[src/rtl/charmem_pkg.sv]
`default_nettype none
// ---------------------------------------------------------------------------
// charmem_pkg : shared types and geometry for the character RAM arbiter
// Rev 1.0
// ---------------------------------------------------------------------------
package charmem_pkg;

    typedef enum logic [1:0] {
        OWN_NONE = 2'd0,
        OWN_VID  = 2'd1,
        OWN_CPU  = 2'd2,
        OWN_FILL = 2'd3
    } owner_t;

    typedef enum logic {
        FILL_IDLE = 1'b0,
        FILL_RUN  = 1'b1
    } fill_state_t;

    localparam int unsigned DEF_COLS = 80;
    localparam int unsigned DEF_ROWS = 30;
    localparam int unsigned CELLS    = DEF_COLS * DEF_ROWS;

endpackage
`default_nettype wire

[src/rtl/charmem_fill_engine.sv]
`default_nettype none
// ---------------------------------------------------------------------------
// charmem_fill_engine : walks every cell once, writing a latched character
// Rev 1.0
// ---------------------------------------------------------------------------
module charmem_fill_engine
    import charmem_pkg::*;
#(
    parameter int unsigned         ADDR_W    = 12,
    parameter int unsigned         DATA_W    = 8,
    parameter logic [ADDR_W-1:0]   LAST_CELL = '0
) (
    input  logic              clk,
    input  logic              resetn,
    input  logic              start,
    input  logic [DATA_W-1:0] start_char,
    input  logic              grant,
    output logic              req,
    output logic [ADDR_W-1:0] addr,
    output logic [DATA_W-1:0] data,
    output logic              busy,
    output logic              done
);

    fill_state_t       state_q, state_d;
    logic [ADDR_W-1:0] cnt_q, cnt_d;
    logic [DATA_W-1:0] char_q, char_d;
    logic              last_q, last_d;
    logic              done_q;

    always_ff @(posedge clk or negedge resetn) begin
        if (!resetn) begin
            state_q <= FILL_IDLE;
            cnt_q   <= '0;
            char_q  <= '0;
            last_q  <= 1'b0;
            done_q  <= 1'b0;
        end else begin
            state_q <= state_d;
            cnt_q   <= cnt_d;
            char_q  <= char_d;
            last_q  <= last_d;
            done_q  <= last_q;
        end
    end

    // Counter only moves on a granted write and stops at the last cell.
    always_comb begin
        state_d = state_q;
        cnt_d   = cnt_q;
        char_d  = char_q;
        last_d  = 1'b0;
        case (state_q)
            FILL_IDLE: begin
                if (start) begin
                    state_d = FILL_RUN;
                    cnt_d   = '0;
                    char_d  = start_char;
                end
            end
            FILL_RUN: begin
                if (grant) begin
                    if (cnt_q == LAST_CELL) begin
                        state_d = FILL_IDLE;
                        last_d  = 1'b1;
                    end else begin
                        cnt_d = cnt_q + 1'b1;
                    end
                end
            end
            default: state_d = FILL_IDLE;
        endcase
    end

    assign busy = (state_q == FILL_RUN);
    assign req  = busy;
    assign addr = cnt_q;
    assign data = char_q;
    assign done = done_q;

endmodule
`default_nettype wire

[src/rtl/charmem_arbiter.sv]
`default_nettype none
// ---------------------------------------------------------------------------
// charmem_arbiter : shares the text-console character RAM between video,
//                   CPU and the fill engine (priority video > CPU > fill)
// Rev 1.0
// ---------------------------------------------------------------------------
module charmem_arbiter
    import charmem_pkg::*;
#(
    parameter int unsigned COLS   = DEF_COLS,
    parameter int unsigned ROWS   = DEF_ROWS,
    parameter int unsigned ADDR_W = 12,
    parameter int unsigned DATA_W = 8
) (
    input  logic              clk,
    input  logic              resetn,
    input  logic              vid_req,
    input  logic [ADDR_W-1:0] vid_addr,
    output logic              vid_rvalid,
    output logic [DATA_W-1:0] vid_rdata,
    input  logic              cpu_valid,
    input  logic              cpu_we,
    input  logic [ADDR_W-1:0] cpu_addr,
    input  logic [DATA_W-1:0] cpu_wdata,
    output logic              cpu_ready,
    output logic [DATA_W-1:0] cpu_rdata,
    input  logic              fill_start,
    input  logic [DATA_W-1:0] fill_char,
    output logic              fill_busy,
    output logic              fill_done,
    output logic              mem_en,
    output logic              mem_we,
    output logic [ADDR_W-1:0] mem_addr,
    output logic [DATA_W-1:0] mem_wdata,
    input  logic [DATA_W-1:0] mem_rdata
);

    localparam logic [ADDR_W-1:0] LAST_CELL = ADDR_W'(COLS * ROWS - 1);

    owner_t            grant;
    owner_t            tag_q, tag_d;
    logic              cpu_oor, cpu_oor_q;
    logic              cpu_elig;
    logic              cpu_ready_q;
    logic              vid_rvalid_q;
    logic              fill_req;
    logic              fill_grant;
    logic [ADDR_W-1:0] fill_addr;
    logic [DATA_W-1:0] fill_data;

    assign cpu_oor  = (cpu_addr > LAST_CELL);
    // A completing CPU transaction must not be granted a second time.
    assign cpu_elig = cpu_valid && !vid_req && !cpu_ready_q;

    always_comb begin
        grant     = OWN_NONE;
        tag_d     = OWN_NONE;
        mem_en    = 1'b0;
        mem_we    = 1'b0;
        mem_addr  = '0;
        mem_wdata = '0;
        if (vid_req) begin
            grant    = OWN_VID;
            tag_d    = OWN_VID;
            mem_en   = 1'b1;
            mem_addr = vid_addr;
        end else if (cpu_elig) begin
            grant = OWN_CPU;
            if (!cpu_we) begin
                tag_d = OWN_CPU;
            end
            if (!cpu_oor) begin
                mem_en    = 1'b1;
                mem_we    = cpu_we;
                mem_addr  = cpu_addr;
                mem_wdata = cpu_wdata;
            end
        end else if (fill_req) begin
            grant     = OWN_FILL;
            mem_en    = 1'b1;
            mem_we    = 1'b1;
            mem_addr  = fill_addr;
            mem_wdata = fill_data;
        end
    end

    assign fill_grant = (grant == OWN_FILL);

    always_ff @(posedge clk or negedge resetn) begin
        if (!resetn) begin
            tag_q        <= OWN_NONE;
            cpu_ready_q  <= 1'b0;
            cpu_oor_q    <= 1'b0;
            vid_rvalid_q <= 1'b0;
        end else begin
            tag_q        <= tag_d;
            cpu_ready_q  <= (grant == OWN_CPU);
            cpu_oor_q    <= (grant == OWN_CPU) && cpu_oor;
            vid_rvalid_q <= (grant == OWN_VID);
        end
    end

    assign vid_rvalid = vid_rvalid_q;
    assign vid_rdata  = (tag_q == OWN_VID) ? mem_rdata : '0;
    assign cpu_ready  = cpu_ready_q;
    assign cpu_rdata  = (cpu_ready_q && tag_q == OWN_CPU && !cpu_oor_q) ? mem_rdata : '0;

    charmem_fill_engine #(
        .ADDR_W    (ADDR_W),
        .DATA_W    (DATA_W),
        .LAST_CELL (LAST_CELL)
    ) u_fill (
        .clk        (clk),
        .resetn     (resetn),
        .start      (fill_start),
        .start_char (fill_char),
        .grant      (fill_grant),
        .req        (fill_req),
        .addr       (fill_addr),
        .data       (fill_data),
        .busy       (fill_busy),
        .done       (fill_done)
    );

endmodule
`default_nettype wire

[config.mk]
export PLATFORM = sky130hd
export DESIGN_NAME = charmem_arbiter
export DESIGN_NICKNAME = d
export VERILOG_FILES = /design/src/rtl/charmem_pkg.sv /design/src/rtl/charmem_fill_engine.sv /design/src/rtl/charmem_arbiter.sv
export SDC_FILE = /design/constraint.sdc
export NUM_CORES = 1
export LEC_CHECK = 0
export ABC_AREA = 1
export CAP_MARGIN = 20
export CELL_PAD_IN_SITES_DETAIL_PLACEMENT = 1
export CELL_PAD_IN_SITES_GLOBAL_PLACEMENT = 2
export CORE_MARGIN = 4
export CORE_UTILIZATION = 21
export DETAILED_ROUTE_END_ITERATION = 8
export PLACE_DENSITY_LB_ADDON = 0.1
export SLEW_MARGIN = 15
export SYNTH_ARGS = -nofsm -noshare
export SYNTH_HDL_FRONTEND = slang
export SYNTH_SLANG_ARGS = --single-unit
[constraint.sdc]
create_clock -name clk -period 2.8 [get_ports clk]
set_clock_uncertainty 0.1 [all_clocks]
set_input_delay 0.56 -clock clk [delete_from_list [all_inputs] [get_ports clk]]
set_output_delay 0.56 -clock clk [all_outputs]
set_load 0.05 [all_outputs]
==> reports/results.ini, run 1 <==
[setup_path]
r2r_start=u_fill.addr[0]
critPathSlowestCell=clkdlybuf4s50_1
critPathMaxStageDelay_ns=0.44
path_cells=clkdlybuf4s50_1 -> nor2_1 -> nand2_2 -> inv_2 -> nand3_1 -> buf_12 -> o21bai_1 -> buf_12
path_max_fanout=14
startpoint_type=input port
reg2reg_slack_ns=0.75
arrival_ns=2.03
crit_top_cell=buf_12
worst-r2r-cell-count=8
crit_type=input port to output port
r2r-end=u_fill.addr[11]
endpoint_kind=output port
cp-startpoint=vid_req
critPathRequiredTime_ns=2.14

[route]
num_vias=2133
drc=0
initialDrtViolationCount=51
ant_nets=0
dr.pass1.iters=4
post_drt_wl_per_cell_um=15.4
viasPerCell=4.34
drt_wl_total_um=7600

[logic_synthesis]
ys_top_cells_by_area=dfrtp_1, nand2_1, nor2_1, nand3_1, inv_1
synth_top_area_frac=0.371
synth_largest_area_cell=dfrtp_1
syn_nets=337
netlist_area_um2=1890
syn_area_per_cell_um2=6.70
synth_cell_type_count=23
ys_seq_area_frac=0.371
synth-warning-count=0
netlist_instances=282
ys_seq_elements=28

[clocking]
clock_path_buffers=2
cts_tree=built
clk_pin_slew_ns=0.10
clock-sinks=28
cts_buffers=3
cts_setup_buffers=0
clk_latency_ns=0.29
cts_max_level=1
cts_root_buf=clkbuf_8

[final_layout]
final_cell_mix=nand2_1, clkdlybuf4s50_1, nor2_1
utilization=0.377
fin_nets=440
final_common_cell=nand2_1
final_area_um2=3290
n_antenna_cell=0
fillers=1050
layout-drive-gt1-share=0.198
area_delta_synth_final_pct=74.2

[global_routing]
gr-total-overflow=0
grt_pass1_wl_um=12200
grt_antenna_before_repair=0
gr-usage-all-layers=0.148
grt_pass1_vias=2216
grt_max_degree=29

[place]
post_dp_cell_area_um2=3210
dp_hpwl_um=6080
io_buffers=95
place.gp.congestion=0.761

[floorplanning]
fp.dieH_um=103
core_um2=8720
ioPinCount=96
start_util=0.217
die_area_um2=10600
fp.dieW_um=103
placementRows=34

[outcome]
status=complete, no violations

[sta]
rsz0062_at_grt=false
slew_violations=0
timing.fmax_mhz=372
fin_crit_ns=2.69
relSlewSlack=0.640
fin_crit_sh=0.961
finalSetupViolations=0
setup_tns_ns=0
tightestPinTransition_ns=0.538
holdWs_ns=0.260
hold_viol_final=0

[worst_hold_path]
hold_class=flop to flop
hold_path_depth=0
holdPathEnd=u_fill.done
hold_start=u_fill.last_q

[power_and_ir_drop]
ir_worst_vdd_mv=0.179
power_mw=1.39
p_leak_nw=1.61
powerDensity_nw_per_um2=421

[run]
maxCapViolations=0

==> area by class of cell <==
type,count,area [um2],share of cell area
Multi-Input combinational cell,208,1010,0.308
Sequential cell,28,701,0.213
Clock inverter,1,30.0,0.00913
Tap cell,108,135,0.0411
Timing Repair Buffer,106,1230,0.373
Clock buffer,3,41.3,0.0125
Inverter,38,145,0.0441
==> metal layers <==
layer  part of all wire  routed length [um]  global-route usage
met3              0.066                 504              0.0183
met5                  0                   0                   0
met4             0.0097                  74              0.0359
met1               0.47                3550               0.204
met2               0.46                3470               0.247
==> critical path: cells and delay by family <==
family / cells / cell delay (ns)
AO/OA/AOI/OAI: 1 / 0.27
AND/OR/NAND/NOR: 3 / 0.34
buffers and inverters: 4 / 0.86
==> through the flow <==
stage / setup slack (ns) / instances
floorplan: -0.0792 / 282
global placement: 0.0668 / 488
detailed placement: 0.0359 / 488
CTS: 0.0289 / 492
global route: 0.00755 / 492
finish: 0.111 / 492
==> synthesized netlist by cell type <==
cell type	number
xor2_1	2
mux2_2	8
inv_1	34
clkbuf_1	4
nor2_1	41
nand3_2	2
o21bai_1	5
dfrtp_1	28
buf_2	3
nor2_4	1
buf_6	1
nand4_1	10
nand3_1	28
o21ai_2	1
o21ai_0	10
nand2_1	83
a21oi_1	1
nand2_2	5
o21ai_1	6
inv_2	4
nor3_1	3
nor3b_1	1
ha_1	1
==> where the power goes <==
| part | leakage [nW] | internal [mW] | switching, mW |
|---|---|---|---|
| sequential | 0.373 | 0.437 | 0.0629 |
| combinational | 1.20 | 0.252 | 0.296 |
| clock | 0.0357 | 0.192 | 0.147 |
==> cell families after synthesis <==
| logic type | synth area share |
|---|---|
| AND/OR/NAND/NOR | 0.399 |
| buffers and inverters | 0.0973 |
| flip-flops | 0.371 |
| AO/OA/AOI/OAI | 0.0695 |
| multiplexers | 0.0477 |
| XOR/XNOR | 0.00927 |
| adder cells (fa/ha/maj) | 0.00662 |
==> worst max-delay path by stage <==
stage	depth (start not counted)	slack (ns)	endpoint
finish	8	0.11	mem_addr[7]
global placement	8	0.07	mem_wdata[0]
detailed placement	8	0.04	mem_addr[4]
floorplan	5	-0.08	mem_wdata[0]
CTS	8	0.03	mem_addr[4]
global route	10	0.008	mem_we
==> flip-flops by register name (all words and copies together) (netlist names) <==
name / flops
tag_q: 2
cpu_oor_q: 1
u_fill.last_q: 1
cpu_ready: 1
vid_rvalid: 1
u_fill.busy: 1
u_fill.data: 8
u_fill.addr: 12
u_fill.done: 1
==> what timing repair did <==
action	in CTS	in global routing
endpoints found under the setup margin	0	15
hold buffers	0	0
resized for setup	0	8
No activity file was read; power rests on OpenSTA's default activity.
==> run 2, diff against run 1 <==
- CORE_UTILIZATION: 21 -> 20
- clock period: 2.8 -> 3.06 ns (I/O delays scaled with it)
==> run 2 against run 1 <==
Final area shrank 1.1%. Register-to-register slack gained 0.24 ns. Routed wire length grew 1.6%. Worst hold slack gained 0.0042 ns. Worst setup slack gained 0.10 ns. Final cell count grew 0.20%. Utilization shrank 2.3 points. Power shrank 14%. Sequential share of layout area grew 0.23 points. Clock power shrank 28%. Largest cell class unchanged.
==> reports/results.ini, run 2 (synthesis gave the netlist of run 1 again) <==
[outcome]
status=complete, no violations

[global_routing]
grt_pass1_vias=2294
grt_pass1_wl_um=12600
grt_antenna_before_repair=0
gr-usage-all-layers=0.142
grt_max_degree=29
gr-total-overflow=0

[final_layout]
fin_nets=438
final_cell_mix=nand2_1, clkdlybuf4s50_1, nor2_1
layout-drive-gt1-share=0.188
final_common_cell=nand2_1
n_antenna_cell=0
largest_reg_flops=12
area_delta_synth_final_pct=72.3
instances_no_fill=493

[setup_path]
critPathRequiredTime_ns=2.35
crit_type=input port to output port
startpoint_type=input port
arrival_ns=2.14
endpoint_kind=output port
worst-r2r-cell-count=8
path_max_fanout=14

[run]
maxCapViolations=0

[floorplanning]
fp.dieW_um=105
core_um2=9200
die_area_um2=11100
ioPinCount=96
start_util=0.205
fp.dieH_um=105
placementRows=35

[route]
viasPerCell=4.36
initialDrtViolationCount=59
num_vias=2149
drt_wl_total_um=7720
ant_nets=0
post_drt_wl_per_cell_um=15.7
dr.pass1.iters=4
drc=0

[worst_hold_path]
hold_path_depth=0
hold_class=flop to flop

[clocking]
clock_path_buffers=2
clock-sinks=28
cts_root_buf=clkbuf_8
cts_tree=built
cts_setup_buffers=0
cts_hold_buf=0
clk_latency_ns=0.28
cts_buffers=3
cts_max_level=1
clk_pin_slew_ns=0.11

[place]
dp_hpwl_um=6110
place_ws_ns=0.114
place.gp.congestion=0.713
placed_cells=489
io_buffers=95

[sta]
fin_crit_sh=0.931
fin_crit_ns=2.85
rsz0062_at_grt=false
slew_violations=0
setup_tns_ns=0
holdWs_ns=0.264
hold_viol_final=0
timing.fmax_mhz=351
tightestPinTransition_ns=0.544
finalSetupViolations=0
fin_ws_ns=0.211
relSlewSlack=0.636

[power_and_ir_drop]
p_leak_nw=1.58
power_mw=1.20
ir_worst_vdd_mv=0.196
powerDensity_nw_per_um2=367

run 2: changes by cell type in the layout (fill, tap and decap cells not counted):
cell | previous run | this run
bufinv_16 | 1 | 0
buf_4 | 26 | 24
o21ai_0 | 6 | 10
o21ai_1 | 10 | 6
o21bai_1 | 3 | 5
clkbuf_8 | 3 | 4
o21bai_2 | 2 | 0
run 2: final cells by class:
type,instances,area [um2]
Clock buffer,4,55.1
Fill cell,1135,5940
Inverter,38,145
Multi-Input combinational cell,208,1000
Sequential cell,28,701
Tap cell,111,139
Timing Repair Buffer,104,1210
run 2: report_power, final:
part	internal [mW]	total, mW	switching (mW)	leakage (nW)
Sequential	0.400	0.456	0.0558	0.373
Combinational	0.227	0.497	0.270	1.18
Clock	0.116	0.243	0.128	0.0288
Total	0.743	1.20	0.453	1.58
run 2: what timing repair did:
item / 4_1_cts / 5_1_grt
endpoints found under the hold margin: 0 / 0
setup endpoints to repair: 0 / 2
gates resized for setup: 0 / 2
run 2: layer usage:
layer | wire length [um] | vias to the layer above | track usage | part of all wire
met3 | 354 | 2 | 0.0296 | 0.046
li1 | - | 1091 | - | -
met1 | 3560 | 996 | 0.184 | 0.46
met2 | 3760 | 60 | 0.249 | 0.49
met4 | 42 | 0 | 0.0197 | 0.0054
met5 | 0 | - | 0 | 0
run 2: worst paths after layout:
path | slack (ns) | startpoint | end
max | 0.21 | vid_req | mem_wdata[1]
min reg2reg | 0.26 | u_fill.last_q | u_fill.done
max reg2reg | 0.99 | u_fill.addr[0] | u_fill.addr[10]
min | 0.26 | u_fill.last_q | u_fill.done
min in group asynchronous | 0.62 | resetn | u_fill.addr[1]
max in group asynchronous | 1.94 | resetn | cpu_ready
run 2: worst max-delay path: stages:
cell	delay, ns
clkdlybuf4s50_1	0.42
nor2_1	0.12
nand2_2	0.13
inv_2	0.08
nand3_1	0.12
buf_12	0.17
o21ai_0	0.30
buf_12	0.19
run 2: metrics by stage:
stage / area, um2 / utilization
after floorplan: 1890 / -
after global placement: 3200 / 0.348
after detailed placement: 3200 / 0.348
after CTS: 3250 / 0.354
after global routing: 3260 / 0.354
final: 3260 / 0.354
